## config.mk

```make
export PLATFORM = sky130hd
export DESIGN_NAME = street_queue
export DESIGN_NICKNAME = d
export VERILOG_FILES = /design/src/rtl/traffic_pkg.sv /design/src/rtl/street_queue.sv
export SDC_FILE = /design/constraint.sdc
export NUM_CORES = 1
export LEC_CHECK = 0
export ABC_CLOCK_PERIOD_IN_PS = 2350
export CAP_MARGIN = 25
export CORE_UTILIZATION = 41
export CTS_CLUSTER_SIZE = 16
export DETAILED_ROUTE_END_ITERATION = 12
export PLACE_DENSITY = 0.79
export SLEW_MARGIN = 20
export SYNTH_ARGS = -nofsm -noshare
export SYNTH_HDL_FRONTEND = slang
export SYNTH_SLANG_ARGS = --single-unit
```

## constraint.sdc

```tcl
create_clock -name clk -period 2.35 [get_ports clk]
set_input_delay 0.47 -clock clk [delete_from_list [all_inputs] [get_ports clk]]
set_output_delay 0.47 -clock clk [all_outputs]
set_load 0.03 [all_outputs]
```

## src/rtl/traffic_pkg.sv

```systemverilog
// Light-code constants and the cycle-legality rule, shared with the light
// controller so that both sides of the intersection agree on the encoding.
package traffic_pkg;

  localparam logic [1:0] GREEN   = 2'b00;
  localparam logic [1:0] YELLOW  = 2'b01;
  localparam logic [1:0] RED     = 2'b10;
  localparam logic [1:0] ILLEGAL = 2'b11;

  // A cycle is legal only when at least one street is held at red and
  // neither street shows the reserved code.
  function automatic logic cycle_legal(input logic [1:0] la, input logic [1:0] lb);
    return ((la == RED) || (lb == RED)) && (la != ILLEGAL) && (lb != ILLEGAL);
  endfunction

endpackage

```

## src/rtl/street_queue.sv

```systemverilog
// One street's waiting line: queue depth with saturation, departed-car
// counter that wraps, and a sticky flag for arrivals dropped on a full queue.
module street_queue
  import traffic_pkg::*;
#(
  parameter int QW = 4,
  parameter int PW = 8
) (
  input  logic          clk,
  input  logic          rst_n,
  input  logic          arrive,   // one car joins the line this cycle
  input  logic          go,       // street has a legal green this cycle
  output logic [QW-1:0] q,
  output logic [PW-1:0] passed,
  output logic          ovf
);

  localparam logic [QW-1:0] Q_MAX = '1;

  logic depart;

  // A car leaves only if someone was already waiting at the edge, so an
  // arrival on an empty queue under green has to wait for the next edge.
  assign depart = go && (q != '0);

  // Queue depth: arrive and depart together cancel; arrival on a full queue
  // with no departure is dropped and recorded in the sticky overflow flag.
  always_ff @(posedge clk or negedge rst_n) begin
    if (!rst_n) begin
      q   <= '0;
      ovf <= 1'b0;
    end else begin
      if (arrive && !depart) begin
        if (q == Q_MAX) begin
          ovf <= 1'b1;
        end else begin
          q <= q + 1'b1;
        end
      end else if (!arrive && depart) begin
        q <= q - 1'b1;
      end
    end
  end

  // Departed-car count, wrapping silently modulo 2^PW.
  always_ff @(posedge clk or negedge rst_n) begin
    if (!rst_n) begin
      passed <= '0;
    end else if (depart) begin
      passed <= passed + 1'b1;
    end
  end

endmodule

```

# Word-level counts from Yosys, hierarchy flattened
# Cells that the tools add are included.
# op_classes
addsub	3
n_mul	0
div_mod_pow	0
n_lt_le_gt_ge	0
n_eq_ne	2
shift	0
n_mux	3
n_bitwise	0
reduce_logical	9
# ops
op	n
4-bit 2-to-1 mux	3
8-bit by 1-bit adder with 8-bit output (second input constant)	1
4-bit by 1-bit adder with 4-bit output (second input constant)	1
4-bit == test (second input constant)	1
2-bit AND reduction	2
4-bit nonzero test	1
4-bit by 1-bit subtractor with 4-bit output (second input constant)	1
1-bit logical AND	3
1-bit zero test	2
2-bit inequality test (second input constant)	1
2-bit nonzero test	1
# word_totals
register_bits	13
latch_bits	0
mem_bits_rw	0
mem_bits_ro	0
inputBits	4
elab_cells	20
memories	0

# Logic depth before layout (Yosys ltp)
# depth
ltp_word	6
ltp_mapped	7

# Least setup slack after synthesis
# OpenSTA, ideal clock, no wires.
# synth_path
path_kind	register to register
startpoint	register q[0]
endpoint	register q[3]
setup_time_ns	0.138
t_arrival_ns	2.274
setup_slack_ns	-0.062
stages_incl_launch_ff	8
n_path_buf	0
synth_period_minus_slack_ns	2.412
path_cell_list	dfrtp_1 > o41ai_2 > nand2_1 > ha_1 > a21o_1 > a21oi_1 > mux2i_1 > xnor2_1
# synth_between
elab_chain_cells	6
elab_cells_between_ends	14
cone_classes	add/sub (2); eq/ne (2); mux (3); reduce/logical (7)
# synth_rtl
element	line	text
from (decl)	street_queue.sv:13	output logic [QW-1:0] q,
from (signal assigned)	street_queue.sv:37	q <= q + 1'b1;
from (signal assigned)	street_queue.sv:40	q <= q - 1'b1;
parallel branches: the longest is 6 deep, another holds 4-bit by 1-bit subtractor with 4-bit output	-	
# Several ways; the timed one is not identified. The select of a mux whose other input is x is not followed.
# A chain may end at the register's enable or synchronous reset.

# Final worst setup path
# Same ends and word-level chain as after synthesis.

==> key figures <==
Outcome
  – Run status: completed

STA
  – Setup-failing EPs final: 0
  – RSZ-0062 raised after global routing: false
  – Period utilisation layout: about nine tenths
  – Max-slew violation count: 0
  – Final min period: approximately 2.1 ns
  – Worst slew pin tran: 0.570 ns
  – Setup TNS: 0 ns
  – Relative slew margins: 61.9%
  – Final hold vios: 0
  – Worst setup margin: 0.265 ns
  – F_max: about 0.48 GHz
  – Worst Clk Skew: 0.00550 ns

Yosys
  – Cell Area, Synth: about 660 sq um
  – Most common library cells after synthesis: 13 x dfrtp_1, 7 x xnor2_1, 6 x nand2_1
  – Post-synthesis net count: 64
  – Most common cell in the netlist: dfrtp_1
  – Asr flop ratio synth: 100%
  – Sequential area share after synthesis: 49.1%
  – Flops & latches, synth: 13
  – Yosys cell types: 21
  – Post-synthesis cell count: 56
  – Synth warn: 0
  – Syn_area_per_cell: 11.8 sq um
  – Synth area leaders: dfrtp_1 49%, xnor2_1 9.2%, ha_1 5.7%
  – Post-synth top area share: 49.1%
  – Leading register cell type out of synthesis: dfrtp_1
  – Number of synthesized flops with an enable pin: 0
  – Yosys top cell by area: dfrtp_1

Routing
  – Drt first pass iters: 4
  – ANT nets after route: 0
  – Final wirelength: roughly 1300 um
  – WL/cell: 13.1 um
  – Via-to-Cell Ratio: 5.25
  – Drc violations: 0
  – Vias: 520
  – DR iter-0 viols: 6

Finish
  – Layout area overhead: 40.8%
  – Nets@finish: 92
  – Multi-input logic area: 349 sq um
  – Fillers: between 100 and 150
  – N_diodes: 0
  – Area occupied by registers: between 300 and 400 sq um
  – Layout cells sized above 1: between 10% and 20%
  – Post-route cell area: 933 sq um

Floorplan
  – Row Count: 14
  – Chip Width: between 40 and 50 um
  – Starting Density: between 40 and 50%
  – Core footprint: 1510 sq um
  – DIE AREA: between 1500 and 2000 sq um
  – Ports: 17
  – DIE HEIGHT: 42.2 um

Flow run
  – Max Cap Violations: 0

Global routing
  – Grt met1 use: 18.5%
  – Grt ovf: 0
  – Largest net degree at the start of global routing: 14
  – First-pass GRT wire length: 2080 um
  – GR Util met3: 2.59%
  – GR Layer Usage met2: 27.1%
  – Vias in the first global route: 490
  – GRT Util Overall: 15.9%
  – Initial antenna violation count: 0
  – Gr busiest metal: met2

Power and ir drop
  – Switching share of power: 45.3%
  – Clock share of power: 10.4%
  – Comb pwr share: 57.6%
  – Power Dens Cells: 1480 nW/um^2
  – Internal power: 0.000755 W
  – Sequential share of power: around 32%
  – P_sw: 0.000625 W
  – Maximum VDD drop: a little under 0.7 mV
  – P_leak: 0.403 nW

CTS
  – Number of setup buffers added after CTS: 0
  – CTS tree: built
  – Post-CTS Hold Buffers: 0
  – H-tree depth: 1
  – Clock sinks: 13
  – Post-cts sizing count: 0
  – Clock Tree Buf Depth: 2
  – Clk slew on worst S/H paths: 0.08 ns
  – Clock latency on the worst-skew pair: 0.28 ns
  – CTS root buffer: clkbuf_4
  – CTS Buf Count: 3

Worst setup path
  – Reg2Reg Depth: 7
  – Slowest-stage cell, CP: dfrtp_1
  – Crit-path max FO: 4
  – CP arrival: 2.29 ns
  – Crit path cell chain: o41ai_4 -> nand2_1 -> ha_1 -> a21o_1 -> a21oi_1 -> mux2i_1 -> xnor2_1
  – WS Path Type: register to register
  – Critical path's largest stage delay: 0.42 ns
  – Critical path required time: 2.55 ns
  – CP Launch Type: register
  – Worst Setup End Kind: register

Placed design
  – Post-DP Area: between 900 and 1000 sq um
  – Pre-CTS WS: 0.0141 ns
  – HPWL after DPL: 984 um
  – Buffers added on ports: 16
  – Placer Congestion: 0.756

Hold path
  – Hold Path Depth: 1
  – Worst hold path type: register to register
[layer usage]
layer  share of wire (%)  wire [um]
met3                 2.9         37
met1                  46        597
met2                  49        638
met5                   0          0
met4                 1.7         22
[path summary, 6_finish.rpt]
path	from	to	slack, ns
max in group asynchronous	rst_n	passed[0]$_DFFE_PN0P_	1.43
hold reg to reg	passed[7]$_DFFE_PN0P_	passed[7]$_DFFE_PN0P_	0.47
hold / removal	passed[7]$_DFFE_PN0P_	passed[7]$_DFFE_PN0P_	0.47
min in group asynchronous	rst_n	passed[7]$_DFFE_PN0P_	0.55
setup / recovery	q[0]$_DFFE_PN0P_	q[3]$_DFFE_PN0P_	0.27
setup reg to reg	q[0]$_DFFE_PN0P_	q[3]$_DFFE_PN0P_	0.27
[flip-flops by register name, summed over array words and instances (netlist names)]
| register | count |
|---|---|
| passed | 8 |
| q | 4 |
| ovf | 1 |
[kinds of logic (layout without fill, tap and decap cells)]
family	after synthesis	count (layout)	synth area share, %
flip-flops	13	13	49.1
XOR/XNOR	10	10	13.2
adder cells (fa/ha/maj)	4	4	8.68
buffers and inverters	0	27	0
AND/OR/NAND/NOR	18	18	13.0
multiplexers	3	3	4.91
AO/OA/AOI/OAI	8	8	11.1
[layout by cell type (no fill, tap or decap)]
cell,synthesis,layout
a21o_1,1,1
a21oi_1,1,1
a21oi_2,1,1
and3_1,2,2
buf_4,0,7
clkbuf_1,0,1
clkbuf_4,0,3
clkdlybuf4s50_1,0,16
dfrtp_1,13,13
fa_1,1,1
ha_1,3,3
mux2_1,2,2
mux2i_1,1,1
nand2_1,6,6
nand3_1,4,4
nand4_1,3,3
nor2_1,2,2
nor3_1,1,1
o21ai_0,1,1
o21bai_1,1,1
o22ai_2,1,1
o41a_1,1,1
o41ai_4,0,1
xnor2_1,7,7
xor2_1,3,3
[metrics by stage]
step / total power, W / hold WS (ns) / utilization (%) / cells
final: 0.00138 / 0.469 / 62.0 / 99
after global routing: 0.00147 / 0.507 / 62.0 / 99
after CTS: 0.00139 / 0.478 / 62.0 / 99
after detailed placement: 0.00124 / 0.465 / 60.2 / 95
after global placement: 0.00122 / 0.460 / 60.2 / 95
after floorplan: 0.000913 / 0.174 / - / 56
[cell type report]
| type | count | area share (%) |
|---|---|---|
| clock buffers | 4 | 2.82 |
| repair buffers | 23 | 22.8 |
| well taps | 16 | 2.14 |
| multi-input cells | 43 | 37.4 |
| flip-flops and latches | 13 | 34.9 |
[power by group through the flow]
stage,clock network (W),registers [W],logic (W)
final,0.000144,0.000442,0.000795
after global routing,0.000159,0.000458,0.000848
after CTS,0.000150,0.000442,0.000799
after detailed placement,0,0.000446,0.000798
after global placement,0,0.000446,0.000778
after floorplan,0,0.000666,0.000248
[worst max-delay path: cells and delay by family, from the launching register on]
kind                     cells  cell delay, ns
AND/OR/NAND/NOR              1            0.19
multiplexers                 1            0.23
XOR/XNOR                     1            0.15
flip-flops                   1            0.42
AO/OA/AOI/OAI                3            0.72
adder cells (fa/ha/maj)      1            0.30
(Power assumes the default switching activity.)
